### config.mk
export PLATFORM = sky130hd
export DESIGN_NAME = spi_slave_responder_flat
export DESIGN_NICKNAME = d
export VERILOG_FILES = /design/src/rtl/spi_slave_responder_if.sv /design/src/rtl/spi_slave_responder.sv /design/src/flat_wrapper.sv
export SDC_FILE = /design/constraint.sdc
export NUM_CORES = 1
export LEC_CHECK = 0
export BUFFER_PORTS_ARGS = -buffer_cell sky130_fd_sc_hd__clkbuf_2
export CORE_AREA = 8 8 76 78
export CTS_CLUSTER_DIAMETER = 100
export DETAILED_ROUTE_END_ITERATION = 10
export DIE_AREA = 0 0 84 86
export GPL_TIMING_DRIVEN = 1
export PLACE_DENSITY_LB_ADDON = 0.05
export SLEW_MARGIN = 40
export SYNTH_ARGS = -nofsm -noshare
export SYNTH_HDL_FRONTEND = slang
export SYNTH_SLANG_ARGS = --single-unit
### constraint.sdc
create_clock -name clk -period 2.7 [get_ports clk]
set_clock_uncertainty 0.2 [all_clocks]
set_input_delay 0.675 -clock clk [delete_from_list [all_inputs] [get_ports clk]]
set_output_delay 0.675 -clock clk [all_outputs]
set_load 0.02 [all_outputs]
### src/rtl/spi_slave_responder_if.sv
`default_nettype none
// +------------------------------------------------------------------+
// | spi_slave_responder_if : SPI pins plus local parallel byte bus     |
// | Revision 1.0                                                       |
// +------------------------------------------------------------------+
interface spi_slave_responder_if #(
    parameter int DATA_WIDTH = 8
);
    logic                  SCLK;
    logic                  SS;
    logic                  MOSI;
    logic                  MISO_out;
    logic                  MISO_oe;
    logic [DATA_WIDTH-1:0] tx_data;
    logic                  tx_valid;
    logic                  tx_ready;
    logic [DATA_WIDTH-1:0] rx_data;
    logic                  rx_valid;
    logic                  busy;
    logic                  tx_underrun;
    logic                  frame_err;

    modport slave (
        input  SCLK, SS, MOSI, tx_data, tx_valid,
        output MISO_out, MISO_oe, tx_ready, rx_data, rx_valid,
               busy, tx_underrun, frame_err
    );

    modport master (
        output SCLK, SS, MOSI, tx_data, tx_valid,
        input  MISO_out, MISO_oe, tx_ready, rx_data, rx_valid,
               busy, tx_underrun, frame_err
    );
endinterface
`default_nettype wire

### src/rtl/spi_slave_responder.sv
`default_nettype none
// +------------------------------------------------------------------+
// | spi_slave_responder : oversampled SPI mode-0 responder, MSB first  |
// | Revision 1.0                                                       |
// +------------------------------------------------------------------+
module spi_slave_responder #(
    parameter int                    DATA_WIDTH  = 8,
    parameter int                    SYNC_STAGES = 2,
    parameter logic [DATA_WIDTH-1:0] IDLE_WORD   = 8'hFF
) (
    input  wire logic            clk,
    input  wire logic            rst,
    spi_slave_responder_if.slave spi
);
    localparam int                  c_CNT_W = $clog2(DATA_WIDTH);
    localparam logic [c_CNT_W-1:0]  c_LAST  = c_CNT_W'(DATA_WIDTH - 1);

    typedef enum logic [1:0] {
        ST_IDLE  = 2'd0,
        ST_LOAD  = 2'd1,
        ST_SHIFT = 2'd2
    } state_t;

    state_t                  r_state;
    state_t                  w_state_next;
    logic [SYNC_STAGES-1:0]  r_sclk_sync;
    logic [SYNC_STAGES-1:0]  r_ss_sync;
    logic [SYNC_STAGES-1:0]  r_mosi_sync;
    logic                    r_sclk_prev;
    logic                    r_ss_prev;
    logic [DATA_WIDTH-1:0]   r_hold;
    logic                    r_hold_full;
    logic [DATA_WIDTH-1:0]   r_tx_shift;
    logic [DATA_WIDTH-1:0]   r_rx_shift;
    logic [DATA_WIDTH-1:0]   r_rx_data;
    logic [c_CNT_W-1:0]      r_bit_cnt;
    logic                    r_reload;
    logic                    r_miso_out;
    logic                    r_miso_oe;
    logic                    r_busy;
    logic                    r_rx_valid;
    logic                    r_underrun;
    logic                    r_frame_err;

    logic                    w_sclk_s;
    logic                    w_ss_s;
    logic                    w_rise;
    logic                    w_fall;
    logic                    w_ss_fall;
    logic                    w_ss_rise;
    logic                    w_load;
    logic                    w_shift_tx;
    logic                    w_sample;
    logic                    w_end;
    logic                    w_abort;
    logic [DATA_WIDTH-1:0]   w_load_word;
    logic [DATA_WIDTH-1:0]   w_rx_next;

    always_ff @(posedge clk or negedge rst) begin
        if (!rst) begin
            r_sclk_sync <= '0;
            r_ss_sync   <= '1;
            r_mosi_sync <= '0;
            r_sclk_prev <= 1'b0;
            r_ss_prev   <= 1'b1;
        end else begin
            r_sclk_sync <= {r_sclk_sync[SYNC_STAGES-2:0], spi.SCLK};
            r_ss_sync   <= {r_ss_sync[SYNC_STAGES-2:0],   spi.SS};
            r_mosi_sync <= {r_mosi_sync[SYNC_STAGES-2:0], spi.MOSI};
            r_sclk_prev <= w_sclk_s;
            r_ss_prev   <= w_ss_s;
        end
    end

    assign w_sclk_s    = r_sclk_sync[SYNC_STAGES-1];
    assign w_ss_s      = r_ss_sync[SYNC_STAGES-1];
    assign w_rise      = w_sclk_s & ~r_sclk_prev;
    assign w_fall      = ~w_sclk_s & r_sclk_prev;
    assign w_ss_fall   = ~w_ss_s & r_ss_prev;
    assign w_ss_rise   = w_ss_s & ~r_ss_prev;
    assign w_load_word = r_hold_full ? r_hold : IDLE_WORD;
    assign w_rx_next   = {r_rx_shift[DATA_WIDTH-2:0], r_mosi_sync[SYNC_STAGES-1]};

    always_ff @(posedge clk or negedge rst) begin
        if (!rst) begin
            r_state <= ST_IDLE;
        end else begin
            r_state <= w_state_next;
        end
    end

    // SS rise takes priority over any SCLK edge seen in the same cycle.
    always_comb begin
        w_state_next = r_state;
        w_load       = 1'b0;
        w_shift_tx   = 1'b0;
        w_sample     = 1'b0;
        w_end        = 1'b0;
        w_abort      = 1'b0;
        case (r_state)
            ST_IDLE: begin
                if (w_ss_fall) begin
                    w_state_next = ST_LOAD;
                end
            end
            ST_LOAD: begin
                w_load       = 1'b1;
                w_state_next = ST_SHIFT;
            end
            ST_SHIFT: begin
                if (w_ss_rise) begin
                    w_state_next = ST_IDLE;
                    w_end        = 1'b1;
                    w_abort      = (r_bit_cnt != '0);
                end else if (w_rise) begin
                    w_sample = 1'b1;
                end else if (w_fall) begin
                    w_load     = r_reload;
                    w_shift_tx = ~r_reload;
                end
            end
            default: begin
                w_state_next = ST_IDLE;
            end
        endcase
    end

    always_ff @(posedge clk or negedge rst) begin
        if (!rst) begin
            r_hold      <= '0;
            r_hold_full <= 1'b0;
            r_tx_shift  <= '0;
            r_rx_shift  <= '0;
            r_rx_data   <= '0;
            r_bit_cnt   <= '0;
            r_reload    <= 1'b0;
            r_miso_out  <= 1'b0;
            r_miso_oe   <= 1'b0;
            r_busy      <= 1'b0;
            r_rx_valid  <= 1'b0;
            r_underrun  <= 1'b0;
            r_frame_err <= 1'b0;
        end else begin
            r_rx_valid  <= 1'b0;
            r_underrun  <= 1'b0;
            r_frame_err <= w_abort;
            r_miso_oe   <= (w_state_next != ST_IDLE);
            r_busy      <= (w_state_next != ST_IDLE);

            if (w_load) begin
                r_tx_shift  <= w_load_word;
                r_miso_out  <= w_load_word[DATA_WIDTH-1];
                r_underrun  <= ~r_hold_full;
                r_hold_full <= 1'b0;
                r_reload    <= 1'b0;
                r_bit_cnt   <= '0;
            end else if (w_shift_tx) begin
                r_tx_shift <= {r_tx_shift[DATA_WIDTH-2:0], 1'b0};
                r_miso_out <= r_tx_shift[DATA_WIDTH-2];
            end

            // An accept in the same cycle as a load of an empty register refills it.
            if (spi.tx_valid && !r_hold_full) begin
                r_hold      <= spi.tx_data;
                r_hold_full <= 1'b1;
            end

            if (w_sample) begin
                r_rx_shift <= w_rx_next;
                if (r_bit_cnt == c_LAST) begin
                    r_rx_data  <= w_rx_next;
                    r_rx_valid <= 1'b1;
                    r_bit_cnt  <= '0;
                    r_reload   <= 1'b1;
                end else begin
                    r_bit_cnt <= r_bit_cnt + 1'b1;
                end
            end

            if (w_end) begin
                r_bit_cnt <= '0;
                r_reload  <= 1'b0;
            end
        end
    end

    assign spi.MISO_out    = r_miso_out;
    assign spi.MISO_oe     = r_miso_oe;
    assign spi.tx_ready    = ~r_hold_full;
    assign spi.rx_data     = r_rx_data;
    assign spi.rx_valid    = r_rx_valid;
    assign spi.busy        = r_busy;
    assign spi.tx_underrun = r_underrun;
    assign spi.frame_err   = r_frame_err;
endmodule
`default_nettype wire

### src/flat_wrapper.sv
// flat-port wrapper written by rule: the top's interface ports become plain ports
module spi_slave_responder_flat 
#(
    parameter int                    DATA_WIDTH  = 8,
    parameter int                    SYNC_STAGES = 2,
    parameter logic [DATA_WIDTH-1:0] IDLE_WORD   = 8'hFF
)
  (clk, rst, spi_SCLK, spi_SS, spi_MOSI, spi_tx_data, spi_tx_valid, spi_MISO_out, spi_MISO_oe, spi_tx_ready, spi_rx_data, spi_rx_valid, spi_busy, spi_tx_underrun, spi_frame_err);
  spi_slave_responder_if #(.DATA_WIDTH(DATA_WIDTH)) spi_i ();
  input  wire logic clk;
  input  wire logic rst;
  input wire logic [$bits(spi_i.SCLK)-1:0] spi_SCLK;
  input wire logic [$bits(spi_i.SS)-1:0] spi_SS;
  input wire logic [$bits(spi_i.MOSI)-1:0] spi_MOSI;
  input wire logic [$bits(spi_i.tx_data)-1:0] spi_tx_data;
  input wire logic [$bits(spi_i.tx_valid)-1:0] spi_tx_valid;
  output wire logic [$bits(spi_i.MISO_out)-1:0] spi_MISO_out;
  output wire logic [$bits(spi_i.MISO_oe)-1:0] spi_MISO_oe;
  output wire logic [$bits(spi_i.tx_ready)-1:0] spi_tx_ready;
  output wire logic [$bits(spi_i.rx_data)-1:0] spi_rx_data;
  output wire logic [$bits(spi_i.rx_valid)-1:0] spi_rx_valid;
  output wire logic [$bits(spi_i.busy)-1:0] spi_busy;
  output wire logic [$bits(spi_i.tx_underrun)-1:0] spi_tx_underrun;
  output wire logic [$bits(spi_i.frame_err)-1:0] spi_frame_err;
  assign spi_i.SCLK = spi_SCLK;
  assign spi_i.SS = spi_SS;
  assign spi_i.MOSI = spi_MOSI;
  assign spi_i.tx_data = spi_tx_data;
  assign spi_i.tx_valid = spi_tx_valid;
  assign spi_MISO_out = spi_i.MISO_out;
  assign spi_MISO_oe = spi_i.MISO_oe;
  assign spi_tx_ready = spi_i.tx_ready;
  assign spi_rx_data = spi_i.rx_data;
  assign spi_rx_valid = spi_i.rx_valid;
  assign spi_busy = spi_i.busy;
  assign spi_tx_underrun = spi_i.tx_underrun;
  assign spi_frame_err = spi_i.frame_err;
  spi_slave_responder #(.DATA_WIDTH(DATA_WIDTH), .SYNC_STAGES(SYNC_STAGES), .IDLE_WORD(IDLE_WORD)) u_core (.clk(clk), .rst(rst), .spi(spi_i));
endmodule
==> results of run 1 <==
cell type report:
cell class / count / area share
Clock buffer: 6 / 0.0343
Sequential cell: 50 / 0.521
Clock inverter: 2 / 0.0249
Inverter: 10 / 0.0156
Multi-Input combinational cell: 82 / 0.302
Timing Repair Buffer: 33 / 0.0738
Tap cell: 54 / 0.0281
cell usage in the layout (no fill, tap or decap), drive strengths merged:
cell and instances:
nand2b 1, nand4 2, buf 5, nand4b 1
bufinv 2, a22oi 1, nor3 7, dfrtp 47
dfstp 3, mux2i 7, nor3b 1, inv 9
nor2 2, a21boi 1, mux2 23, nand3 2
a21oi 9, nand3b 1, o31ai 1, o22ai 3
clkbuf 34, and4b 1, nor2b 2, or2 2
clkinv 1, nand2 4, ha 7, o21ai 2
a21o 1, a32oi 1
synth_stat cells, drive strengths merged:
library cell  count
and4b             1
dfstp             3
a22oi             1
nand2b            1
nor2b             2
nand4             2
mux2i             7
a21o              1
inv               9
a32oi             1
nand4b            1
clkbuf            1
nand3             2
o31ai             1
nor2              2
clkinv            1
or2               2
nor3              7
nor3b             1
a21oi             9
dfrtp            47
a21boi            1
nand3b            1
o21ai             2
o22ai             3
buf               6
mux2             23
ha                7
nand2             4
metrics by stage:
step           worst slack, ns  cell area (µm²)
2_1_floorplan            0.783             2060
3_3_place_gp             0.630             2260
3_5_place_dp             0.524             2260
4_1_cts                  0.520             2410
5_1_grt                  0.383             2410
6_report                 0.533             2410
worst paths after layout:
| check | end | slack [ns] |
|---|---|---|
| setup / recovery | u_core.spi.rx_data[2] | 0.53 |
| setup reg to reg | u_core.spi.rx_data[2] | 0.53 |
| min in group clk | u_core.r_sclk_sync[1] | 0.15 |
| hold reg to reg | u_core.r_sclk_sync[1] | 0.15 |
| hold / removal | u_core.r_rx_shift[6] | 0.07 |
| max in group asynchronous | u_core.r_ss_sync[0] | 1.61 |
worst max-delay path: cells and delay by family (launching register included):
kind / cells / cell delay (ns)
fa+ha+maj: 1 / 0.34
buf+inv: 1 / 0.15
simple gates: 2 / 0.56
flops: 1 / 0.43
mux: 1 / 0.38
power by group through the flow:
stage,sequential (W),combinational [W],clock [W]
3_3_place_gp,0.00107,0.000533,0
5_1_grt,0.00110,0.000628,0.000677
3_5_place_dp,0.00109,0.000560,0
2_1_floorplan,0.00107,0.000414,0
6_report,0.00107,0.000551,0.000622
4_1_cts,0.00107,0.000562,0.000642
cells by family after synthesis:
kind of cell    share of synthesized area
simple gates                       0.0813
compound gates                     0.0546
flops                               0.609
mux                                 0.174
fa+ha+maj                          0.0425
buf+inv                            0.0388
sequential cells by signal, summed over array words and instances (netlist names):
| name | flops |
|---|---|
| u_core.r_state | 2 |
| u_core.spi.tx_underrun | 1 |
| u_core.spi.rx_data | 8 |
| u_core.spi.MISO_out | 1 |
| u_core.r_ss_prev | 1 |
| u_core.r_rx_shift | 7 |
| u_core.r_sclk_sync | 2 |
| u_core.r_ss_sync | 2 |
| u_core.r_mosi_sync | 2 |
| u_core.spi.rx_valid | 1 |
| u_core.r_hold_full | 1 |
| u_core.r_sclk_prev | 1 |
| u_core.spi.frame_err | 1 |
| u_core.r_reload | 1 |
| u_core.r_hold | 8 |
| u_core.r_bit_cnt | 3 |
| u_core.spi.MISO_oe | 1 |
| u_core.r_tx_shift | 7 |
metal layers:
metal,vias up,part of all wire
met5,-,0
met4,0,0.016
met3,6,0.048
met2,22,0.50
met1,590,0.44
li1,584,-
==> impl_metrics.toml, run 1 <==
[outcome]
status = "complete, no violations"

[detailed_routing]
first_pass_iters = 4
wl_mm = 3.33
via_per_inst = 5.07
vias = 1202
drc_errors = 0
first_iter_violations = 51
wl_per_cell_um = 14.0
postRouteAntennaNets = 0

[logic_synthesis]
synth.yosys.seq_area_share = 0.609
synth_area_um2 = 2060
synth_top_area_frac = 0.570
yosysTopAreaCell = "dfrtp_1"
synth.avg_cell_area_um2 = 13.8
ys_seq_elements = 50
synth.area.top_cells = "dfrtp_1 (57%), mux2_2 (8.2%), mux2_4 (5.8%), ha_1 (4.2%), dfstp_2 (3.8%)"
syn_inst = 149
synthDistinctLibCells = 33
synth_nets = 170
synth_warnings = 0

[timing]
setup-tns-final_ns = 0
fin_crit_sh = 0.802
slew_violations = 0
rsz0062_at_grt = "no"
timing.slew.headroom = 0.620
tightestPinTransition_ns = 0.570
min_period_ns = 2.17
setup_viol = 0
final-hold-violation-count = 0
maxClockFrequency_mhz = 462
whs_ns = 0.0712

[clocking]
cts_tree = "done"
ctsResizeCount = 0
clock_path_buffers = 2
insertion_delay_ns = 0.30
cts_buffers = 5
h-tree-depth = 2
postCtsSetupBuffers = 0
cts.sinks = 50
clkTransAtPathRegs_ns = 0.09
cts_root_buf = "clkbuf_8"
postCtsHoldBufs = 0

[final_layout]
multi_input_area_um2 = 727
finish.net_count = 203
n_antenna_cell = 0
fin_cells = 237
areaGrowthSynthToFinish_pct = 16.7
post-route-util = 0.524
drive_gt1_frac = 0.383
fillers = 410
seq_area_um2 = 1250

[setup_path]
cp_cell_sequence = "inv_1 > ha_1 > nand4b_4 > or2_1 > mux2_4"
cp_slowest_stage_delay_ns = 0.44
ff2ff_path_depth = 5
critical_path_class = "reg -> reg"
crit_arrival_ns = 2.15
critPathCaptureType = "register"
crit_required_ns = 2.68
start_kind = "register"
crit_fanout = 10
crit_start = "u_core.r_state[0]"
r2r_start = "u_core.r_state[0]"
crit_path_top_delay_cell = "or2_1"

[floorplan]
core_area_um2 = 4600
dieArea_um2 = 7220
die_w_um = 84
io_pins = 29
row_count = 25
die_h_um = 86
start_util = 0.448

[global_route]
use_met3 = 0.0389
grt_overflow_total = 0
grt-busiest-layer = "met2"
grt.total_usage = 0.0976
grt_pass1_vias = 1251
grtUsageMet1 = 0.103
grt_first_pass_wirelength_mm = 5.69
antenna_found_initial = 0
use_met2 = 0.171
grt_max_degree = 22

[power_and_ir_drop]
p_seq_frac = 0.477
fin_total_pwr_w = 0.00224
ir_drop_v = 0.000436
p_int_w = 0.00160
p_sw_frac = 0.286
p_leak_nw = 1.23
clkPwrFrac = 0.278
p_sw_w = 0.000640
powerDensity_nw_per_um2 = 931
p_comb_frac = 0.246

[worst_hold_path]
min_path_type = "in -> async"

[placement]
gp_congestion = 0.744
placedCellCount = 229
hpwlAfterDp_mm = 2.49
numPortBuffers = 28

[flow_run]
drv_cap = 0
(Power assumes the default switching activity.)
==> inputs of run 2 (changes only) <==
clock period = 2.1 ns   (was 2.7 ns; I/O delays follow)
==> run 2 against run 1 <==
Effect of this change:
- design area up 0.78%
- worst hold slack better by 0.039 ns
- power grew 24%
- fmax grew 10%
- clock power about the same
- sequential power increased by 28%
- non-clock buffer count up 5
- setup slack got worse by 0.40 ns
- cell count grew 2.1%
- die area stayed put
- global-route usage up 0.26 points
- via count increased by 3.7%
- largest power group unchanged
==> impl_metrics.toml, run 2 (synthesized netlist as in run 1, its figures left out) <==
[outcome]
status = "complete, no violations"

[final_layout]
drive_gt1_frac = 0.404
multi_input_area_um2 = 734
fin_cells = 242
n_antenna_cell = 0
seq_area_um2 = 1250
final_common_cell = "dfrtp_1"
fillers = 416
finish.net_count = 208
final_cell_mix = "dfrtp_1 (47), clkbuf_2 (28), mux2_2 (15)"
areaGrowthSynthToFinish_pct = 17.7

[timing]
tightestPinTransition_ns = 0.460
min_period_ns = 1.96
setup_ws_ns = 0.136
slew_violations = 0
final-hold-violation-count = 0
setup_viol = 0
timing.slew.headroom = 0.692
maxClockFrequency_mhz = 509
fin_crit_sh = 0.935
rsz0062_at_grt = "yes"

[power_and_ir_drop]
powerDensity_nw_per_um2 = 1140
p_leak_nw = 1.25
fin_total_pwr_w = 0.00277
ir_drop_v = 0.000612

[clocking]
clkTransAtPathRegs_ns = 0.08
insertion_delay_ns = 0.29
cts_root_buf = "clkbuf_8"
cts_buffers = 5
cts_tree = "done"
clock_path_buffers = 2
h-tree-depth = 2
cts.sinks = 50

[global_route]
use_met3 = 0.0332
grt_first_pass_wirelength_mm = 5.84
grt-busiest-layer = "met2"
grt_pass1_vias = 1305
grtUsageMet1 = 0.0967
grt_overflow_total = 0
grt_max_degree = 20
grt.total_usage = 0.100
use_met2 = 0.180
antenna_found_initial = 0

[setup_path]
crit_arrival_ns = 1.98
worst-path-stages = 7
ff2ff_path_depth = 7
crit_path_top_delay_cell = "dfrtp_1"
crit_family = "compound AO/OA/AOI/OAI gates"
crit_required_ns = 2.11
critical_path_class = "reg -> reg"
crit_fanout = 5
start_kind = "register"
cp_slowest_stage_delay_ns = 0.42
cp_cell_sequence = "inv_1 > ha_1 > and4b_1 > a32oi_2 > buf_4 > nand2_1 > a21boi_0"
crit_buf_inv = 2
critPathCaptureType = "register"

[detailed_routing]
first_pass_iters = 4
first_iter_violations = 17
wl_per_cell_um = 14.7
wl_mm = 3.55
drc_errors = 0
vias = 1246
via_per_inst = 5.15
postRouteAntennaNets = 0

[floorplan]
die_w_um = 84
start_util = 0.448
die_h_um = 86
dieArea_um2 = 7220
io_pins = 29
row_count = 25
core_area_um2 = 4600

[placement]
hpwlAfterDp_mm = 2.60
gp_congestion = 0.784
placedCellCount = 231
numPortBuffers = 28
pre_cts_slack_ns = 0.0908

[worst_hold_path]
hold_path_depth = 1
min_path_type = "in -> reg"

[flow_run]
drv_cap = 0
run 2: changes by cell type in the layout (fill, tap and decap cells not counted):
cell,change
or2_2,+1
or2_1,-1
dlygate4sd3_1,+1
buf_4,+2
clkbuf_8,+2
a32oi_2,+1
a32oi_1,-1
clkbuf_4,+1
bufinv_16,-2
buf_6,+1
run 2: worst paths after layout:
path	start	end	slack (ns)
max	u_core.r_state[1]	u_core.r_reload	0.14
max reg2reg	u_core.r_state[1]	u_core.r_reload	0.14
min reg2reg	u_core.r_mosi_sync[0]	u_core.r_mosi_sync[1]	0.16
min in group asynchronous	rst	u_core.spi.MISO_oe	0.46
min	spi_SS	u_core.r_ss_sync[0]	0.11
max in group asynchronous	rst	u_core.r_hold[3]	0.67
run 2: timing repair:
item / CTS / global route
hold buffers: 1 / 0
setup buffers: 0 / 1
endpoints found under the hold margin: 10 / 0
gates resized for setup: 0 / 4
setup endpoints to repair: 0 / 18
run 2: final cells by class:
cell class	instances	share of cell area
clock buffers	8	0.0454
inverters	10	0.0155
multi-input cells	82	0.303
flip-flops and latches	50	0.517
well taps	54	0.0278
repair buffers	38	0.0913
run 2: power by group:
part	switching, W	internal (W)
clock network	0.000287	0.000333
logic	0.000399	0.000379
registers	0.000155	0.00122
run 2: through the flow:
step | cell area, µm² | utilization | hold WS (ns) | setup TNS [ns]
after floorplan | 2060 | - | 0.0294 | 0
after global placement | 2280 | 0.496 | 0.133 | 0
after detailed placement | 2280 | 0.496 | 0.139 | 0
after CTS | 2400 | 0.522 | 0.0986 | 0
after global routing | 2430 | 0.528 | 0.0933 | -0.00836
final | 2430 | 0.528 | 0.110 | 0
run 2: per-layer routing:
| metal | wire [µm] | up-vias |
|---|---|---|
| met5 | 0 | - |
| met4 | 75 | 0 |
| met3 | 190 | 7 |
| met2 | 1840 | 34 |
| met1 | 1440 | 613 |
| li1 | - | 592 |
==> inputs of run 3 (changes only) <==
CTS_BUF_LIST = sky130_fd_sc_hd__clkbuf_4   (was unset)
==> run 3 against run 2 <==
Effect of this change:
- sequential share of layout area is 0.95 points higher
- power is 7.7% lower
- first-iteration DRC count is 71% higher
- critical endpoint is now u_core.r_tx_shift[1]
==> impl_metrics.toml, run 3 (synthesized netlist as in run 1, its figures left out) <==
[outcome]
status = "complete, no violations"

[timing]
maxClockFrequency_mhz = 514
whs_ns = 0.0646
timing.slew.headroom = 0.694
setup_viol = 0
tightestPinTransition_ns = 0.458
fin_crit_sh = 0.927
slew_violations = 0
setup-tns-final_ns = 0
final-hold-violation-count = 0
setup_ws_ns = 0.153
min_period_ns = 1.95

[global_route]
grt_first_pass_wirelength_mm = 5.80
grt_pass1_vias = 1265
grt_overflow_total = 0
use_met2 = 0.179
grt-busiest-layer = "met2"
grt_max_degree = 20
grt.total_usage = 0.101
grtUsageMet1 = 0.0956
use_met3 = 0.0417
antenna_found_initial = 0

[clocking]
cts_buffers = 5
cts.sinks = 50
h-tree-depth = 2
clock_path_buffers = 2
clkTransAtPathRegs_ns = 0.13
cts_tree = "done"
insertion_delay_ns = 0.35
cts_root_buf = "clkbuf_4"

[placement]
gp_congestion = 0.784
numPortBuffers = 28
placedCellCount = 231
hpwlAfterDp_mm = 2.60
pre_cts_slack_ns = 0.0908

[power_and_ir_drop]
p_leak_nw = 1.23
powerDensity_nw_per_um2 = 1070
fin_total_pwr_w = 0.00256
ir_drop_v = 0.000518

[final_layout]
finish.net_count = 210
drive_gt1_frac = 0.389
final_common_cell = "dfrtp_1"
n_antenna_cell = 0
areaGrowthSynthToFinish_pct = 15.5
final_cell_mix = "dfrtp_1 (47), clkbuf_2 (28), mux2_2 (15)"
fin_cells = 244

[setup_path]
crit_buf_inv = 2
cp_cell_sequence = "buf_4 > ha_1 > buf_4 > nand3_1 > mux2i_1 > a21oi_1"
critical_path_class = "reg -> reg"
crit_required_ns = 2.15
cpMostUsedCell = "buf_4"
crit_path_top_delay_cell = "dfrtp_1"
crit_arrival_ns = 2.00
critPathCaptureType = "register"
crit_fanout = 8
cp_slowest_stage_delay_ns = 0.44
start_kind = "register"
crit_family = "flip-flops"

[detailed_routing]
via_per_inst = 5.06
wl_per_cell_um = 14.4
postRouteAntennaNets = 0
first_iter_violations = 29
wl_mm = 3.52
drc_errors = 0
first_pass_iters = 4
vias = 1234

[floorplan]
io_pins = 29
dieArea_um2 = 7220
core_area_um2 = 4600
row_count = 25
start_util = 0.448
die_h_um = 86
die_w_um = 84

[flow_run]
drv_cap = 0

[worst_hold_path]
min_path_type = "in -> reg"
[run 3: per-layer routing]
layer  share of wire  vias to the layer above
li1                -                      594
met2            0.52                       30
met5               0                        -
met4           0.024                        0
met3           0.058                        8
met1            0.39                      602
[run 3: metrics by stage]
step                      instance area, µm²   util
final                                   2380  0.518
after global routing                    2380  0.518
after CTS                               2340  0.509
after detailed placement                2280  0.496
after global placement                  2280  0.496
after floorplan                         2060      -
[run 3: area by class of cell]
| class | count | area, µm² |
|---|---|---|
| Clock inverter | 3 | 11.3 |
| Tap cell | 54 | 67.6 |
| Inverter | 10 | 37.5 |
| Fill cell | 421 | 2220 |
| Timing Repair Buffer | 40 | 239 |
| Sequential cell | 50 | 1250 |
| Clock buffer | 5 | 37.5 |
| Multi-Input combinational cell | 82 | 734 |
[run 3: repair_timing]
action / CTS / global route
endpoints found under the hold margin: 10 / 1
buffers inserted: 0 / 3
endpoints found under the setup margin: 0 / 18
resized for setup: 0 / 3
hold buffers: 1 / 1
[run 3: worst paths after layout]
| path | startpoint | end | slack [ns] | cells past startpoint |
|---|---|---|---|---|
| setup / recovery | u_core.r_state[1] | u_core.r_tx_shift[1] | 0.15 | 6 |
| hold / removal | spi_SCLK | u_core.r_sclk_sync[0] | 0.06 | 1 |
| setup reg to reg | u_core.r_state[1] | u_core.r_tx_shift[1] | 0.15 | 6 |
| hold reg to reg | u_core.r_mosi_sync[0] | u_core.r_mosi_sync[1] | 0.16 | 0 |
| max in group asynchronous | rst | u_core.r_hold[1] | 0.74 | 3 |
| min in group asynchronous | rst | u_core.r_bit_cnt[0] | 0.39 | 2 |
[run 3: power breakdown]
| group | switching, W | internal (W) | total, W |
|---|---|---|---|
| registers | 0.000154 | 0.00121 | 0.00137 |
| logic | 0.000399 | 0.000394 | 0.000794 |
| clock network | 0.000274 | 0.000120 | 0.000394 |
